### config.mk
export PLATFORM = sky130hd
export DESIGN_NAME = com_rx_buffer
export DESIGN_NICKNAME = d
export VERILOG_FILES = /design/src/rtl/com_pkg.sv /design/src/rtl/com_rx_fifo_ram.sv /design/src/rtl/com_rx_buffer.sv
export SDC_FILE = /design/constraint.sdc
export NUM_CORES = 1
export LEC_CHECK = 0
export ABC_AREA = 1
export CORE_MARGIN = 8
export CORE_UTILIZATION = 50
export DETAILED_ROUTE_END_ITERATION = 8
export PLACE_DENSITY = 0.68
export SYNTH_ARGS = -nofsm -noshare
export SYNTH_HDL_FRONTEND = slang
export SYNTH_SLANG_ARGS = --single-unit
### constraint.sdc
create_clock -name clk -period 3.11 [get_ports clk]
set_input_delay 0.622 -clock clk [delete_from_list [all_inputs] [get_ports clk]]
set_output_delay 0.622 -clock clk [all_outputs]
set_load 0.05 [all_outputs]
### src/rtl/com_pkg.sv
// Shared definitions for the serial-port receive path.
// Holds the byte width, the default FIFO depth and the CPU status-word bit positions.
package com_pkg;

  localparam int COM_BYTE_W        = 8;
  localparam int COM_DEPTH_LOG_DEF = 4;

  // Bit positions inside the CPU-visible status word
  localparam int STAT_DATA_AVAIL_BIT = 0;
  localparam int STAT_FULL_BIT       = 1;
  localparam int STAT_OVERRUN_BIT    = 2;
  localparam int STAT_IRQ_BIT        = 3;

  // Assemble the status word the bus-side register presents to the CPU
  function automatic logic [COM_BYTE_W-1:0] com_status_word(
    input logic data_avail,
    input logic full,
    input logic overrun,
    input logic irq
  );
    logic [COM_BYTE_W-1:0] w;
    w                      = '0;
    w[STAT_DATA_AVAIL_BIT] = data_avail;
    w[STAT_FULL_BIT]       = full;
    w[STAT_OVERRUN_BIT]    = overrun;
    w[STAT_IRQ_BIT]        = irq;
    return w;
  endfunction

endpackage

### src/rtl/com_rx_fifo_ram.sv
// Receive FIFO storage: registered write port, asynchronous read port.
// Contents are deliberately not reset so the array maps onto distributed RAM.
module com_rx_fifo_ram
  import com_pkg::*;
#(
  parameter int ADDR_W = COM_DEPTH_LOG_DEF
) (
  input  logic                  clk,
  input  logic                  we,
  input  logic [ADDR_W-1:0]     wr_addr,
  input  logic [COM_BYTE_W-1:0] wr_data,
  input  logic [ADDR_W-1:0]     rd_addr,
  output logic [COM_BYTE_W-1:0] rd_data
);

  logic [COM_BYTE_W-1:0] mem [(1 << ADDR_W)];

  // Write the incoming byte on the clock edge
  always_ff @(posedge clk) begin
    if (we) begin
      mem[wr_addr] <= wr_data;
    end
  end

  assign rd_data = mem[rd_addr];

endmodule

### src/rtl/com_rx_buffer.sv
// Receive buffer between the UART receiver and the CPU serial port.
// Circular FIFO with sticky overrun flag. Optional level interrupt is built
// only when COM_RX_IRQ_EN is defined; otherwise irq is tied low.
module com_rx_buffer
  import com_pkg::*;
#(
  parameter int DEPTH_LOG    = COM_DEPTH_LOG_DEF,
  parameter int IRQ_THRESH   = 8,
  parameter int IDLE_TIMEOUT = 4096
) (
  input  logic                  clk,
  input  logic                  rst,
  input  logic                  rx_strobe,
  input  logic [COM_BYTE_W-1:0] rx_data,
  input  logic                  rd_pop,
  input  logic                  ovr_clr,
  output logic [COM_BYTE_W-1:0] rd_data,
  output logic                  data_avail,
  output logic                  full,
  output logic [DEPTH_LOG:0]    level,
  output logic                  overrun,
  output logic                  irq
);

  localparam int unsigned       DEPTH     = 1 << DEPTH_LOG;
  localparam logic [DEPTH_LOG:0] DEPTH_CNT = DEPTH[DEPTH_LOG:0];

  logic [DEPTH_LOG-1:0]  wr_ptr_q, wr_ptr_d;
  logic [DEPTH_LOG-1:0]  rd_ptr_q, rd_ptr_d;
  logic [DEPTH_LOG:0]    count_q,  count_d;
  logic                  overrun_q, overrun_d;
  logic                  is_full, is_empty;
  logic                  push, pop, ovr_evt;
  logic [COM_BYTE_W-1:0] ram_rd_data;

  assign is_full  = (count_q == DEPTH_CNT);
  assign is_empty = (count_q == '0);

  // A full FIFO still accepts a byte when the CPU pops in the same cycle;
  // a pop on an empty FIFO never consumes the byte being pushed.
  assign push    = rx_strobe && (!is_full || rd_pop);
  assign pop     = rd_pop && !is_empty;
  assign ovr_evt = rx_strobe && is_full && !rd_pop;

  // Next-state for pointers, count and the sticky overrun flag
  always_comb begin
    wr_ptr_d  = wr_ptr_q;
    rd_ptr_d  = rd_ptr_q;
    count_d   = count_q;
    overrun_d = overrun_q;
    if (push) wr_ptr_d = wr_ptr_q + 1'b1;
    if (pop)  rd_ptr_d = rd_ptr_q + 1'b1;
    if (push && !pop)      count_d = count_q + 1'b1;
    else if (pop && !push) count_d = count_q - 1'b1;
    if (ovr_evt)      overrun_d = 1'b1;
    else if (ovr_clr) overrun_d = 1'b0;
  end

  // FIFO bookkeeping registers; reset drops all buffered bytes at once
  always_ff @(posedge clk or posedge rst) begin
    if (rst) begin
      wr_ptr_q  <= '0;
      rd_ptr_q  <= '0;
      count_q   <= '0;
      overrun_q <= 1'b0;
    end else begin
      wr_ptr_q  <= wr_ptr_d;
      rd_ptr_q  <= rd_ptr_d;
      count_q   <= count_d;
      overrun_q <= overrun_d;
    end
  end

  com_rx_fifo_ram #(
    .ADDR_W (DEPTH_LOG)
  ) u_ram (
    .clk     (clk),
    .we      (push && !rst),
    .wr_addr (wr_ptr_q),
    .wr_data (rx_data),
    .rd_addr (rd_ptr_q),
    .rd_data (ram_rd_data)
  );

  assign rd_data    = is_empty ? '0 : ram_rd_data;
  assign data_avail = !is_empty;
  assign full       = is_full;
  assign level      = count_q;
  assign overrun    = overrun_q;

`ifdef COM_RX_IRQ_EN
  localparam int                 IDLE_W      = $clog2(IDLE_TIMEOUT + 1);
  localparam logic [IDLE_W-1:0]  IDLE_MAX    = IDLE_TIMEOUT[IDLE_W-1:0];
  localparam logic [DEPTH_LOG:0] THRESH_CNT  = IRQ_THRESH[DEPTH_LOG:0];

  logic [IDLE_W-1:0] idle_q, idle_d;
  logic              irq_q, irq_d;
  logic              idle_fired;

  assign idle_fired = (idle_q == IDLE_MAX);

  // Idle counter restarts on every push or when empty, saturating at the timeout
  always_comb begin
    idle_d = idle_q;
    if (push || is_empty)       idle_d = '0;
    else if (idle_q != IDLE_MAX) idle_d = idle_q + 1'b1;
    irq_d = (count_q >= THRESH_CNT) || overrun_q || idle_fired;
  end

  // Registered interrupt request and idle counter
  always_ff @(posedge clk or posedge rst) begin
    if (rst) begin
      idle_q <= '0;
      irq_q  <= 1'b0;
    end else begin
      idle_q <= idle_d;
      irq_q  <= irq_d;
    end
  end

  assign irq = irq_q;
`else
  // Interrupt feature absent: the tuning parameters have no effect here
  logic unused_irq_params;
  assign unused_irq_params = ^{IRQ_THRESH, IDLE_TIMEOUT};
  assign irq = 1'b0;
`endif

endmodule

## Word level (Yosys, flattened, before mapping)

Memories as Yosys holds them, arrays and structs flattened.
Index checks and enable logic that the tools add are counted.

- Register bits after elaboration: 14
- Latch bits: 0
- RAM bits: 128
- Memory bits (read-only): 0
- Word-level logic and storage cells: 34
- Memories kept: 1

Memory list:

| memory | words | width | read ports | clocked after Yosys merged registers in | wr ports | line | text |
|---|---|---|---|---|---|---|---|
| u_ram.mem | 16 | 8 | 1 | 0 | 1 | com_rx_fifo_ram.sv:16 | `logic [COM_BYTE_W-1:0] mem [(1 << ADDR_W)];` |

- $add $sub $neg: 4
- Multiply operators: 0
- Divide/modulo/power cells: 0
- $lt $le $gt $ge: 0
- Equal/unequal tests: 1
- Shift-type cells: 0
- Muxes and demuxes: 7
- Bitwise logic cells: 0
- Reduce and logical (&&, ||, !) cells: 17

Operator list:

| cell | number |
|---|---|
| 2-to-1 mux 5 bit | 2 |
| adder 4 x 1 -> 4 bit, second input constant | 2 |
| 2-to-1 mux 8 bit | 1 |
| logical AND 1 bit | 7 |
| logical NOT 1 bit | 6 |
| adder 5 x 1 -> 5 bit, second input constant | 1 |
| == test 5 bit, second input constant | 1 |
| logical NOT 5 bit | 1 |
| subtractor 5 x 1 -> 5 bit, second input constant | 1 |
| 2-to-1 mux 1 bit | 4 |
| nonzero test 2 bit | 2 |
| logical OR 1 bit | 1 |

## Longest topological paths before layout

Gate-level depths: netlist of the first run.

- Word-level depth: 8
- Depth in mapped cells: 14

## Modules after synthesis

From an unflattened synthesis of the first run, not the netlist that was laid out.

- Cell total of the unflattened synthesis: 666
- Area total of the unflattened synthesis: 6,563.8 um^2

By module, submodules not included:

| module | instances | cells an instance | area an instance (um^2) | seq. area each (um^2) |
|---|---|---|---|---|
| com_rx_fifo_ram | 1 | 543 | 5,606.6 | 3,843.7 |
| com_rx_buffer | 1 | 123 | 957.2 | 350.3 |

## Least setup slack after synthesis of the first run

Ideal clock, no wire load.

- Path type: reg2reg
- Start point: register count_q[0], in the netlist level[0]
- End point: register count_q[4], in the netlist level[4]
- Setup time: 0.067 ns
- Arrival time: 2.519 ns
- Data required time: 3.043 ns
- Path slack: 0.524 ns
- Cell stages (with the launch flop): 15
- Path buffers: 0
- Clock period less this slack: 2.586 ns
- Path through: dfrtp_1 > nor2_1 > nand2_2 > nor2_4 > inv_2 > nand2_2 > ha_1 > inv_1 > fa_1 > nand2_1 > nand2_1 > a21oi_1 > xor2_1 > nand2_1 > nand2_1

RTL lines:

| item | line | text |
|---|---|---|
| start, declared | com_rx_buffer.sv:30 | `logic [DEPTH_LOG:0] count_q, count_d;` |
| start signal, assigned | com_rx_buffer.sv:69 | `count_q <= count_d;` |
| logical NOT 5 bit * | com_rx_buffer.sv:37 | `assign is_empty = (count_q == '0);` |
| logical NOT 1 bit * | - |  |
| via data_avail | com_rx_buffer.sv:18 | `output logic data_avail,` |
| logical AND 1 bit * | com_rx_buffer.sv:42 | `assign pop = rd_pop && !is_empty;` |
| logical NOT 1 bit | com_rx_buffer.sv:53 | `if (push && !pop) count_d = count_q + 1'b1;` |
| logical AND 1 bit | com_rx_buffer.sv:53 |  |
| 2-to-1 mux 5 bit / nonzero test 2 bit (equally long branches) | - |  |

Mark *: on every way through the listed nets, which the timed path passes. The rest lies on a longest branch. The select of a mux whose other input is x is not followed.
A chain may end at the register's enable or synchronous reset.

## Final worst setup path of the first run

- Start point: register rd_ptr_q[0]
- End point: output port rd_data[4]

- Word-level cells in the longest chain between the ends: 2

RTL lines:

| item | line | text |
|---|---|---|
| start, declared | com_rx_buffer.sv:29 | `logic [DEPTH_LOG-1:0] rd_ptr_q, rd_ptr_d;` |
| start signal, assigned | com_rx_buffer.sv:68 | `rd_ptr_q <= rd_ptr_d;` |
| memory read (16 x 8 bit) | - |  |
| 2-to-1 mux 8 bit | com_rx_buffer.sv:85 | `assign rd_data = is_empty ? '0 : ram_rd_data;` |
| end, declared | com_rx_buffer.sv:17 | `output logic [COM_BYTE_W-1:0] rd_data,` |

No other way between the ends.

==> results.json, run 1 <==
{
  "syn_nets": 560,
  "synthFlopType": "edfxtp_1",
  "tightest_slew_ns": 0.7049,
  "die_h_um": 126.3,
  "area_growth_pct": 18.91,
  "synth.most_common_cell": "nand2_1",
  "fp.dieW_um": 126.3,
  "gr-total-overflow": 0,
  "clk-insertion-delay-late_ns": 0.42,
  "cp_max_fo": 32,
  "path_clk_slew_ns": 0.06,
  "seq_area_frac_synth_pct": 68.91,
  "yosys-top-cells-count": "nand2_1, edfxtp_1, nand3_1",
  "htree_levels": 4,
  "diodes": 0,
  "worstSetupPathType": "flop to output pin",
  "dr_total_vias": 4056,
  "synth_area_leaders": "edfxtp_1, nand2_1, nand3_1, dfrtp_1, ha_1",
  "drive_gt1_share_pct": 12.46,
  "slew_viol_final": 0,
  "arrival_ns": 2.31,
  "synthDistinctLibCells": 22,
  "setup_viol": 0,
  "drt_wl_total_um": 13360,
  "finalCritPeriodShare_pct": 94.27,
  "final_area_mm2": 0.007237,
  "drv_cap": 0,
  "vias_per_cell": 5.474,
  "grt_max_degree": 36,
  "drtIter0Drc": 408,
  "io_pins": 30,
  "max_freq_mhz": 341.1,
  "io_buffers": 28,
  "post_cts_buffers": 0,
  "synth_edf_count": 128,
  "slew_headroom_pct": 52.94,
  "antenna_left": 0,
  "place_area_mm2": 0.006631,
  "core_mm2": 0.01196,
  "hpwlAfterDp_um": 8275,
  "critPathRequiredTime_ns": 2.49,
  "syn_area_mm2": 0.006086,
  "leakagePower_nw": 2.781,
  "yosysTopAreaCell": "edfxtp_1",
  "fin_skew_ns": 0.009281,
  "die_area_mm2": 0.01596,
  "rsz0062_at_grt": "no",
  "period_needed_ns": 2.932,
  "finalSetupTns_ns": 0,
  "wire_per_inst_um": 18.03,
  "ys_ff_latch": 142,
  "drt_first_pass_iters": 5,
  "status": "finished clean",
  "cts_sinks": 142,
  "ys_warn_count": 0,
  "final_nets": 604,
  "drt_drc_violations_left": 0,
  "gp_congestion": 0.7768,
  "cts_tree": "built",
  "start_kind": "flop",
  "yosys.area.top_type_share_pct": 63.16,
  "grtUsageTotal_pct": 17.24,
  "synth_area_per_cell_um2": 11.33,
  "rows": 40,
  "antenna_found_initial": 0,
  "grt_pass1_vias": 3859,
  "synthArstFlopShare_pct": 9.859,
  "hold_viol": 0,
  "cts_root_buf": "clkbuf_16",
  "cts_buffer_depth": 2,
  "worstSetupEndpointType": "output pin",
  "start_util_pct": 50.88,
  "grt_pass1_wl_um": 20980,
  "syn_inst": 537,
  "hold_class": "flop to flop",
  "ir_drop_mv": 0.6598,
  "numCtsBuffers": 17,
  "p_per_area_mw_per_mm2": 1062
}
-- critical path, cell delays in order, from the launching register on --
cell	delay [ns]
dfrtp_2	0.42
clkinv_2	0.23
buf_12	0.23
nand2_1	0.08
nand3_1	0.07
nand3_1	0.11
nand2_1	0.13
nand2_1	0.06
a21oi_1	0.35
buf_12	0.19
-- layer usage --
layer / up-vias / GRT usage (%) / wire (um)
met2: 147 / 27.13 / 6408
met4: 0 / 5.732 / 163
met5: - / 0 / 0
met1: 1957 / 22.77 / 5875
met3: 15 / 4.650 / 914
li1: 1937 / - / -
-- per-stage QoR --
stage | hold slack (ns) | utilization (%) | setup slack, ns | cells | total power [mW]
after floorplan | 0.5069 | - | 0.5241 | 537 | 4.531
after global placement | 0.5049 | 55.44 | 0.4415 | 709 | 5.590
after detailed placement | 0.5406 | 55.44 | 0.3727 | 709 | 5.642
after CTS | 0.5532 | 60.49 | 0.09542 | 741 | 7.709
after global routing | 0.5819 | 60.50 | 0.06873 | 741 | 8.080
final | 0.5386 | 60.50 | 0.1782 | 741 | 7.683
-- sequential cells by signal (all words and copies together), names as in the netlist --
signal / count
level: 5
overrun: 1
rd_ptr_q: 4
u_ram.mem: 128
wr_ptr_q: 4
-- final cells by class --
cell class | count | area [um^2]
fillers | 921 | 4725
flip-flops and latches | 142 | 4195
inverters | 16 | 61.31
clock inverters | 13 | 171.4
repair buffers | 52 | 553.0
clock buffers | 19 | 432.9
multi-input cells | 352 | 1639
well taps | 147 | 183.9
-- layout by cell type, fill, tap and decap left out, types with 10 or more instances in the layout --
cell / n
clkbuf_16: 17
nor2_1: 22
edfxtp_1: 128
clkdlybuf4s50_1: 20
nand2_1: 182
dfrtp_1: 13
a21oi_1: 10
nand3_1: 107
inv_1: 10
buf_4: 23
-- cell families (layout without fill, tap and decap cells) --
group | count (synthesis) | in the layout | synth area share [%]
compound gates | 14 | 14 | 1.151
simple gates | 318 | 318 | 22.25
fa+ha+maj | 10 | 10 | 2.179
buf+inv | 43 | 100 | 4.153
flops | 142 | 142 | 68.91
other cells | 1 | 1 | 0.06162
xor+xnor | 9 | 9 | 1.295
-- where the power goes --
part | switching (mW) | internal (mW)
Combinational | 2.07 | 1.13
Clock | 0.731 | 1.33
Sequential | 0.163 | 2.25
Total | 2.97 | 4.72
-- path summary, 6_finish.rpt --
path                                           endpoint  cells after the start                    start  slack [ns]
worst max-delay path                         rd_data[4]                      9  rd_ptr_q[0]$_DFFE_PP0P_        0.18
worst min-delay path                overrun$_DFFE_PP0P_                      2      overrun$_DFFE_PP0P_        0.54
worst max register to register     level[4]$_DFFE_PP0P_                     14     level[0]$_DFFE_PP0P_        0.57
worst min register to register      overrun$_DFFE_PP0P_                      2      overrun$_DFFE_PP0P_        0.54
max in group asynchronous       rd_ptr_q[0]$_DFFE_PP0P_                      3                      rst        2.29
min in group asynchronous       wr_ptr_q[0]$_DFFE_PP0P_                      3                      rst        0.63
-- timing repair --
| action | in CTS | in global routing |
|---|---|---|
| endpoints found under the setup margin | 0 | 1 |
| gates resized for setup | 0 | 1 |
| hold buffers | 0 | 0 |
| hold endpoints to repair | 0 | 0 |
Note: power is estimated with default switching activity, not from simulation.
==> run 2: changes to the inputs <==
--- a/config.mk
+++ b/config.mk
@@ -10,6 +10,7 @@
 export CORE_UTILIZATION = 50
 export DETAILED_ROUTE_END_ITERATION = 8
 export PLACE_DENSITY = 0.68
+export RECOVER_POWER = 50
 export SYNTH_ARGS = -nofsm -noshare
 export SYNTH_HDL_FRONTEND = slang
 export SYNTH_SLANG_ARGS = --single-unit
==> results.json, run 2 (same netlist as run 1, synthesis figures left out) <==
{
  "regArea_mm2": 0.004195,
  "cts_root_buf": "clkbuf_16",
  "ff2ff_path_depth": 14,
  "worstSetupEndpointType": "output pin",
  "finalCritPeriodShare_pct": 94.22,
  "numCtsBuffers": 17,
  "area_growth_pct": 18.61,
  "worst_slack_ns": 0.1797,
  "hold_class": "flop to flop",
  "start_util_pct": 50.88,
  "rsz0062_at_grt": "no",
  "max_freq_mhz": 341.3,
  "fillerInstances": 923,
  "r2r_slack_ns": 0.47,
  "vias_per_cell": 5.425,
  "io_buffers": 28,
  "worstHoldPathCells": 2,
  "finalSetupTns_ns": 0,
  "fin_skew_ns": 0.01089,
  "largest_reg_flops": 128,
  "period_needed_ns": 2.930,
  "drv_cap": 0,
  "critPathRequiredTime_ns": 2.49,
  "arrival_ns": 2.31,
  "htree_levels": 4,
  "die_h_um": 126.3,
  "clk-insertion-delay-late_ns": 0.42,
  "tightest_slew_ns": 0.7492,
  "path_clk_slew_ns": 0.06,
  "utilization_pct": 60.35,
  "hpwlAfterDp_um": 8275,
  "drive_gt1_share_pct": 11.45,
  "antenna_found_initial": 0,
  "final_nets": 604,
  "ir_drop_mv": 0.6595,
  "timing.rr.end": "level[4]$_DFFE_PP0P_",
  "rows": 40,
  "core_mm2": 0.01196,
  "fin_hold_ws_ns": 0.5386,
  "dr_total_vias": 4020,
  "grt_pass1_wl_um": 20980,
  "p_per_area_mw_per_mm2": 1062,
  "setup_viol": 0,
  "grt_pass1_vias": 3859,
  "start_kind": "flop",
  "slew_headroom_pct": 50.05,
  "top_register": "u_ram.mem",
  "worstSetupPathType": "flop to output pin",
  "multiInputGateArea_mm2": 0.001632,
  "wire_per_inst_um": 17.93,
  "preCtsSetupSlack_ns": 0.3727,
  "antenna_left": 0,
  "hold_start": "overrun$_DFFE_PP0P_",
  "cts_hold_buf": 0,
  "status": "finished clean",
  "grt_max_degree": 36,
  "layout_common_cells": "nand2_1, edfxtp_1, nand3_1",
  "drtIter0Drc": 418,
  "hold_viol": 0,
  "gr-total-overflow": 0,
  "diodes": 0,
  "cp_max_fo": 10,
  "cts_tree": "built",
  "die_area_mm2": 0.01596,
  "reg2reg_from": "level[0]$_DFFE_PP0P_",
  "grtUsageTotal_pct": 17.24,
  "min_to": "overrun$_DFFE_PP0P_",
  "cts_sinks": 142,
  "cts_buffer_depth": 2,
  "gp_congestion": 0.7768,
  "leakagePower_nw": 2.771,
  "drt_first_pass_iters": 5,
  "drt_drc_violations_left": 0,
  "io_pins": 30,
  "slew_viol_final": 0,
  "mostFrequentLayoutCell": "nand2_1",
  "drt_wl_total_um": 13280,
  "fp.dieW_um": 126.3
}
## run 2: cell types whose count changed in the layout (fill, tap and decap cells not counted), moves of 3 or more
cell / before / now
buf_4: 23 / 20
clkbuf_1: 2 / 5
clkdlybuf4s50_1: 20 / 10
dlygate4sd3_1: 0 / 10
## run 2: worst max path at each step
stage,from,to,slack [ns],depth (start not counted)
5_1_grt,rd_ptr_q[2]$_DFFE_PP0P_,rd_data[7],0.04,6
4_1_cts,rd_ptr_q[0]$_DFFE_PP0P_,rd_data[4],0.1,9
6_report,rd_ptr_q[2]$_DFFE_PP0P_,rd_data[7],0.18,6
2_1_floorplan,level[0]$_DFFE_PP0P_,level[4]$_DFFE_PP0P_,0.52,14
3_3_place_gp,rd_pop,level[4]$_DFFE_PP0P_,0.44,12
3_5_place_dp,rd_pop,level[4]$_DFFE_PP0P_,0.37,12
## run 2: what timing repair did
action                                  in CTS  in global routing
hold endpoints to repair                     0                  0
gates resized for setup                      0                  1
endpoints found under the setup margin       0                  1
buffers inserted                             0                  0
## run 2: final cells by class
cell class,count,share of cell area [%]
inverters,16,0.8494
multi-input cells,352,22.60
well taps,147,2.548
clock buffers,19,5.998
clock inverters,13,2.375
flip-flops and latches,142,58.12
repair buffers,52,7.506
## run 2: report_power, final
part | switching, mW | total, mW | internal (mW)
Clock | 0.733 | 2.06 | 1.33
Sequential | 0.162 | 2.41 | 2.25
Combinational | 2.07 | 3.19 | 1.12
## run 2: worst max-delay path: stages, from the launching register on
cell      delay (ns)
dfrtp_1         0.60
clkbuf_1        0.41
nand3_1         0.19
nand2_1         0.13
nand2_1         0.07
a21oi_1         0.31
buf_12          0.18
## run 2: per-stage QoR
step	power, mW	cells	instance area (um^2)
after floorplan	4.531	537	6086
after global placement	5.590	709	6631
after detailed placement	5.642	709	6631
after CTS	7.709	741	7236
after global routing	8.065	741	7218
final	7.665	741	7218
## run 2: layer usage
metal  track usage (%)  part of all wire [%]
met5                 0                     0
met4             5.732                   1.2
met3             4.650                   6.9
met2             27.13                    48
met1             22.77                    44
